--- config.mk ---
export PLATFORM = sky130hd
export DESIGN_NAME = wb_stage
export DESIGN_NICKNAME = d
export VERILOG_FILES = /design/src/rtl/wb_pkg.sv /design/src/rtl/wb_load_align.sv /design/src/rtl/wb_stage.sv
export SDC_FILE = /design/constraint.sdc
export NUM_CORES = 1
export LEC_CHECK = 0
export CAP_MARGIN = 30
export CORE_ASPECT_RATIO = 0.6
export CORE_MARGIN = 5
export CORE_UTILIZATION = 28
export DETAILED_ROUTE_END_ITERATION = 10
export PLACE_DENSITY = 0.87
export SETUP_SLACK_MARGIN = 0.1
export SLEW_MARGIN = 5
export SYNTH_ARGS = -nofsm -noshare
export SYNTH_HDL_FRONTEND = slang
export SYNTH_SLANG_ARGS = --single-unit
--- constraint.sdc ---
create_clock -name clk -period 1.8 [get_ports clk]
set_input_delay 0.54 -clock clk [delete_from_list [all_inputs] [get_ports clk]]
set_output_delay 0.54 -clock clk [all_outputs]
set_load 0.03 [all_outputs]
--- src/rtl/wb_pkg.sv ---
// Shared constants for the write-back stage: default widths, mem_size encodings,
// and the hard-wired zero register index.
package wb_pkg;

  localparam int unsigned DEFAULT_DATA_W     = 32;
  localparam int unsigned DEFAULT_REG_ADDR_W = 5;

  // mem_size encodings; 2'b11 is reserved and handled as a word access.
  localparam logic [1:0] SZ_BYTE = 2'b00;
  localparam logic [1:0] SZ_HALF = 2'b01;
  localparam logic [1:0] SZ_WORD = 2'b10;

  localparam int unsigned REG_ZERO = 0;

endpackage

--- src/rtl/wb_load_align.sv ---
// Little-endian sub-word extraction from load data with sign/zero extension.
// Purely combinational; only instantiated when WB_LOAD_EXT_EN is defined.
module wb_load_align
  import wb_pkg::*;
#(
  parameter int unsigned DATA_W = DEFAULT_DATA_W
) (
  input  logic [DATA_W-1:0] data_i,
  input  logic [1:0]        offset_i,
  input  logic [1:0]        size_i,
  input  logic              unsigned_i,
  output logic [DATA_W-1:0] load_o
);

  logic [7:0]  byte_sel;
  logic [15:0] half_sel;

  always_comb begin
    byte_sel = data_i[{offset_i, 3'b000} +: 8];
    // Half-word accesses ignore offset bit 0.
    half_sel = data_i[{offset_i[1], 4'b0000} +: 16];
    load_o   = data_i;
    case (size_i)
      SZ_BYTE: load_o = unsigned_i ? DATA_W'(byte_sel)
                                   : {{(DATA_W-8){byte_sel[7]}}, byte_sel};
      SZ_HALF: load_o = unsigned_i ? DATA_W'(half_sel)
                                   : {{(DATA_W-16){half_sel[15]}}, half_sel};
      default: load_o = data_i;
    endcase
  end

endmodule

--- src/rtl/wb_stage.sv ---
// Write-back stage: combinational load/ALU select plus a registered register-file write port.
// Optional sub-word load extraction is enabled by defining WB_LOAD_EXT_EN.
module wb_stage
  import wb_pkg::*;
#(
  parameter int unsigned DATA_W     = DEFAULT_DATA_W,
  parameter int unsigned REG_ADDR_W = DEFAULT_REG_ADDR_W
) (
  input  logic                  clk,
  input  logic                  rst,
  input  logic                  mem_to_reg,
  input  logic [DATA_W-1:0]     data_in,
  input  logic [DATA_W-1:0]     dir,
  input  logic                  valid_in,
  input  logic                  reg_write_in,
  input  logic [REG_ADDR_W-1:0] rd_in,
`ifdef WB_LOAD_EXT_EN
  input  logic [1:0]            mem_size,
  input  logic                  mem_unsigned,
`endif
  output logic [DATA_W-1:0]     data_out,
  output logic                  rf_we,
  output logic [REG_ADDR_W-1:0] rf_waddr,
  output logic [DATA_W-1:0]     rf_wdata
);

  logic [DATA_W-1:0] load_value;

`ifdef WB_LOAD_EXT_EN
  wb_load_align #(
    .DATA_W(DATA_W)
  ) u_load_align (
    .data_i    (data_in),
    .offset_i  (dir[1:0]),
    .size_i    (mem_size),
    .unsigned_i(mem_unsigned),
    .load_o    (load_value)
  );
`else
  assign load_value = data_in;
`endif

  assign data_out = mem_to_reg ? load_value : dir;

  logic                  rf_we_d,    rf_we_q;
  logic [REG_ADDR_W-1:0] rf_waddr_d, rf_waddr_q;
  logic [DATA_W-1:0]     rf_wdata_d, rf_wdata_q;

  // Address and data capture unconditionally; only the enable is qualified.
  always_comb begin
    rf_we_d    = valid_in & reg_write_in & (rd_in != REG_ADDR_W'(REG_ZERO));
    rf_waddr_d = rd_in;
    rf_wdata_d = data_out;
  end

  always_ff @(posedge clk or posedge rst) begin
    if (rst) begin
      rf_we_q    <= 1'b0;
      rf_waddr_q <= '0;
      rf_wdata_q <= '0;
    end else begin
      rf_we_q    <= rf_we_d;
      rf_waddr_q <= rf_waddr_d;
      rf_wdata_q <= rf_wdata_d;
    end
  end

  assign rf_we    = rf_we_q;
  assign rf_waddr = rf_waddr_q;
  assign rf_wdata = rf_wdata_q;

endmodule

==> impl_metrics.json, run 1 <==
{
  "ctsLongestPathBuffers": 2,
  "status": "finished with violations",
  "wl_per_cell_um": 17.0,
  "p_clk_frac": 0.277,
  "synth_enable_flop_cells": 0,
  "drt_wl_total_mm": 5.40,
  "pwr-share-comb": 0.344,
  "drt_iter0_drc": 27,
  "dr.pass1.iters": 3,
  "power_density_mw_per_mm2": 728,
  "synth.most_common_cell": "dfrtp_1",
  "maxSlewViolCount": 0,
  "seqPwrFrac": 0.378,
  "crit_arrival_ps": 1380,
  "syn_to_final_growth_pct": 145,
  "io_pins": 144,
  "timing.final.crit_period_ps": 1920,
  "io_buffers": 143,
  "antenna_found_initial": 0,
  "critical-path-top-delay-family": "buffers and inverters",
  "fmax_ghz": 0.520,
  "power_leakage_nw": 1.77,
  "finalWorstSetupSlack_ps": -122,
  "syn-instance-count": 77,
  "gp_congestion": 0.734,
  "ctsHtreeMaxLevel": 2,
  "grt_overflow": 0,
  "holdBufCountCts": 0,
  "grt_max_degree": 39,
  "tightest_slew_ps": 337,
  "crit_slowest_cell": "clkdlybuf4s50_1",
  "fin_nets": 328,
  "ys.flop_type": "dfrtp_1",
  "vias": 1332,
  "syn_area_per_cell_um2": 17.8,
  "fin_crit_sh": 1.07,
  "ys_seq_elements": 38,
  "maxCapViolations": 0,
  "drc": 0,
  "rsz0062_at_grt": "true",
  "p_sw_frac": 0.296,
  "cts_tree": "built",
  "hold_viol_final": 0,
  "initial_utilization": 0.295,
  "grt_pass1_vias": 1500,
  "diodes": 0,
  "synthTopCellsByCount": "dfrtp_1, mux2_2, buf_6, mux2_1",
  "synthDistinctLibCells": 9,
  "max_slew_margin": 0.776,
  "synthesis.area_mm2": 0.00137,
  "ant_nets": 0,
  "switching_power_mw": 0.726,
  "violations": "negative setup slack",
  "ys_async_sr_fraction": 1.00,
  "vias_per_cell": 4.19,
  "hp-class": "input port to flop",
  "syn-num-nets": 151,
  "cts_buffers": 5,
  "crit_type": "input port to primary output",
  "cp_max_fo": 2,
  "clkTransAtPathRegs_ps": 70,
  "ir_worst_vdd_mv": 0.406,
  "dpl_cell_area_mm2": 0.00305,
  "yosys_warnings": 0,
  "crit_path_cell_trace": "clkdlybuf4s50_1 > mux2_4 > buf_6",
  "fin_area_mm2": 0.00336,
  "crit_required_ps": 1260,
  "crit_buf_inv": 2,
  "fillerInstances": 340,
  "num_rows": 19,
  "grt_usage": 0.167,
  "cpPeakStageDelay_ps": 410,
  "die_y_um": 64.2,
  "die_width_um": 100,
  "synth.area.top_cells": "dfrtp_1, mux2_2, buf_6, mux2_1, clkbuf_8",
  "core-area_mm2": 0.00466,
  "yosysTopAreaCell": "dfrtp_1",
  "clock_sinks": 38,
  "p_int_mw": 1.72,
  "synth_top_area_frac": 0.693,
  "setup_violations": 17,
  "cts-root-buf": "clkbuf_8",
  "hpwlAfterDp_mm": 4.11,
  "crit_path_start_kind": "input port",
  "drive_above_1_share": 0.408,
  "end_kind": "primary output",
  "dieArea_mm2": 0.00645,
  "finalSetupTns_ps": -1600,
  "synth_seq_area_share": 0.693,
  "grt_pass1_wl_mm": 8.05
}
-- registers in the layout, indices dropped and copies added (netlist names) --
signal    flops
rf_wdata     32
rf_waddr      5
rf_we         1
-- stage by stage --
step / setup slack, ps / hold WS (ps) / utilization / std cells / power (mW)
final: -122 / 527 / 0.722 / 318 / 2.45
after global routing: -146 / 542 / 0.722 / 318 / 2.54
after CTS: -103 / 612 / 0.711 / 313 / 2.45
after detailed placement: -585 / 922 / 0.655 / 290 / 1.78
after global placement: -579 / 915 / 0.655 / 290 / 1.78
after floorplan: 74.0 / 571 / - / 77 / 1.35
-- final cells by class --
cell class,count,area [um2],area share
Multi-Input combinational cell,34,497,0.148
Timing Repair Buffer,174,1720,0.512
Clock buffer,8,110,0.0328
Inverter,1,3.75,0.00112
Sequential cell,38,951,0.283
Tap cell,63,78.8,0.0234
-- path summary, 6_finish.rpt --
kind / depth (start not counted) / slack [ps] / endpoint / from
max in group asynchronous: 3 / 1000 / rf_wdata[27] / rst
min: 2 / 530 / rf_wdata[10] / data_in[10]
max: 3 / -120 / data_out[3] / dir[3]
min in group asynchronous: 3 / 600 / rf_wdata[14] / rst
-- per-layer routing --
metal  part of all wire  up-vias  GRT usage
met5                  0        -          0
met4             0.0057        0     0.0353
met3               0.11        4     0.0815
met2               0.53       76      0.300
met1               0.35      630      0.178
li1                   -      622          -
-- cell usage in the layout, fill, tap and decap left out --
master	synthesis	layout
dlygate4sd2_1	0	92
o311a_1	1	1
buf_6	2	36
buf_12	0	7
clkdlybuf4s50_1	0	13
buf_4	0	20
buf_16	0	1
or3_1	1	1
dlymetal6s2s_1	0	5
clkbuf_8	1	8
mux2_4	0	32
inv_1	1	1
dfrtp_1	38	38
-- what timing repair did --
item                                    CTS  global route
hold endpoints to repair                  0             0
setup buffers                            14             5
endpoints found under the setup margin   70            32
resized for setup                       261             5
gates cloned                              1             0
-- power groups by stage --
stage          clock [mW]  combinational (mW)  sequential (mW)
2_1_floorplan           0               0.272             1.08
3_3_place_gp            0               0.831            0.944
3_5_place_dp            0               0.837            0.948
4_1_cts             0.689               0.838            0.928
5_1_grt             0.722               0.885            0.934
6_report            0.679               0.843            0.927
-- cells by family after synthesis --
group,Yosys count,share of synthesized area
flip-flops,38,0.693
multiplexers,32,0.263
buffers and inverters,5,0.0328
AO/OA/AOI/OAI,1,0.00729
AND/OR/NAND/NOR,1,0.00456
No activity file was read; power rests on OpenSTA's default activity.
==> run 2, diff against run 1 <==
- CTS_CLUSTER_SIZE: default -> 28
==> results of run 2 <==
The final DEF is identical to that of run 1; final timing and power are the same.
==> run 3, diff against run 2 <==
- CORE_UTILIZATION: 28 -> 29
- CTS_BUF_LIST: default -> sky130_fd_sc_hd__clkbuf_4 sky130_fd_sc_hd__clkbuf_8
- PLACE_DENSITY: 0.87 -> 0.9
- RECOVER_POWER: default -> 25
==> run 3 against run 2 <==
The run still ends with negative setup slack left. Worst hold slack improved by 99 ps. Fmax rose by 5.8%. Routed wire length fell by 6.2%. First-iteration DRC count fell by 74%. Sequential cell count did not move. Final area fell by 4.3%. Via count fell by 3.1%. Die area fell by 3.0%. Critical endpoint is now data_out[19]. Largest cell class unchanged.
==> impl_metrics.json, run 3 (synthesized netlist as in run 1, its figures left out) <==
{
  "vias_per_cell": 4.25,
  "cts_tree": "built",
  "diodes": 0,
  "power_density_mw_per_mm2": 724,
  "largest_reg_flops": 32,
  "die_width_um": 98.8,
  "worstHoldStart": "dir[1]",
  "hpwlAfterDp_mm": 3.83,
  "syn_to_final_growth_pct": 134,
  "vias": 1291,
  "grt_usage": 0.162,
  "clock_sinks": 38,
  "cp_max_fo": 6,
  "dieArea_mm2": 0.00625,
  "crit_buf_inv": 3,
  "final_common_cell": "dlygate4sd2_1",
  "status": "finished with violations",
  "crit_slowest_cell": "mux2_4",
  "crit_required_ps": 1260,
  "crit_arrival_ps": 1280,
  "grt_max_degree": 39,
  "grt_overflow": 0,
  "ant_nets": 0,
  "num_rows": 19,
  "drc": 0,
  "crit_path_cell_trace": "buf_16 > buf_16 > mux2_4 > buf_6",
  "power_leakage_nw": 1.67,
  "crit_type": "input port to primary output",
  "clkTransAtPathRegs_ps": 70,
  "io_pins": 144,
  "ctsHtreeMaxLevel": 2,
  "holdPathStages": 2,
  "drive_above_1_share": 0.373,
  "drt_iter0_drc": 7,
  "initial_utilization": 0.301,
  "wl_per_cell_um": 16.7,
  "fmax_ghz": 0.550,
  "tightest_slew_ps": 933,
  "final_cell_mix": "dlygate4sd2_1, dfrtp_1, mux2_4, buf_6, buf_4",
  "pre_cts_ws_ps": -144,
  "dr.pass1.iters": 4,
  "hp-class": "input port to flop",
  "total_power_mw": 2.33,
  "fillerInstances": 354,
  "hold_end": "rf_wdata[1]",
  "die_y_um": 63.3,
  "ctsLongestPathBuffers": 2,
  "maxSlewViolCount": 0,
  "finalWorstSetupSlack_ps": -17.6,
  "holdBufCountCts": 0,
  "antenna_found_initial": 0,
  "grt_pass1_wl_mm": 7.65,
  "cts-root-buf": "clkbuf_8",
  "crit_top_cell": "buf_16",
  "drt_wl_total_mm": 5.07,
  "timing.final.crit_period_ps": 1820,
  "hold_viol_final": 0,
  "fin_nets": 314,
  "maxCapViolations": 0,
  "fin_crit_sh": 1.01,
  "gp_congestion": 0.703,
  "violations": "negative setup slack",
  "io_buffers": 143,
  "rsz0062_at_grt": "true",
  "end_kind": "primary output",
  "max_slew_margin": 0.378,
  "fin_area_mm2": 0.00322,
  "core-area_mm2": 0.00456,
  "dpl_cell_area_mm2": 0.00293,
  "grt_pass1_vias": 1461,
  "setup_violations": 32,
  "ir_worst_vdd_mv": 0.515,
  "cts_buffers": 5,
  "cpPeakStageDelay_ps": 310,
  "crit_path_start_kind": "input port",
  "critical-path-top-delay-family": "buffers and inverters"
}
## run 3: changes by cell type in the layout (fill, tap and decap cells not counted), sizes merged
cell	before	now
buf	64	49
clkdlybuf4s50	13	2
clkinv	0	1
dlygate4sd2	92	102
dlygate4sd3	0	6
dlymetal6s2s	5	0
## run 3: cell type report
cell class                 count  area (um2)  area share
clock buffer                   7        90.1      0.0280
clock inverter                 1        5.00     0.00156
inverter                       1        3.75     0.00117
multi-input combinational     34         497       0.154
sequential                    38         951       0.296
tap                           63        78.8      0.0245
timing repair buffer         160        1590       0.495
## run 3: timing repair
action                                  CTS  global route
resized for setup                       145             0
endpoints found under the setup margin   70            32
setup buffers                             6             4
gates cloned                              4             0
## run 3: through the flow
stage                      util  TNS (ps)  hold slack (ps)  cells
after detailed placement  0.642     -4320              918    282
after global placement    0.642     -4120              914    282
after floorplan               -         0              571     77
after CTS                 0.701      -432              611    300
final                     0.705      -337              626    304
after global routing      0.705      -815              613    304
## run 3: where the power goes
group	internal (mW)	switching, mW
registers	0.914	0.0131
logic	0.389	0.412
clock network	0.324	0.277
## run 3: routing by layer
| layer | part of all wire | global-route usage | vias to the layer above |
|---|---|---|---|
| met5 | 0 | 0 | - |
| met4 | 0.0051 | 0.0358 | 0 |
| met3 | 0.13 | 0.100 | 2 |
| met2 | 0.52 | 0.288 | 74 |
| met1 | 0.35 | 0.161 | 620 |
| li1 | - | - | 595 |
## run 3: how the worst max path moves through the flow
stage	start	to	depth (start not counted)
finish	mem_to_reg	data_out[19]	4
global route	mem_to_reg	data_out[4]	4
CTS	mem_to_reg	data_out[29]	4
detailed placement	dir[28]	data_out[28]	3
global placement	mem_to_reg	data_out[6]	4
floorplan	mem_to_reg	data_out[10]	3
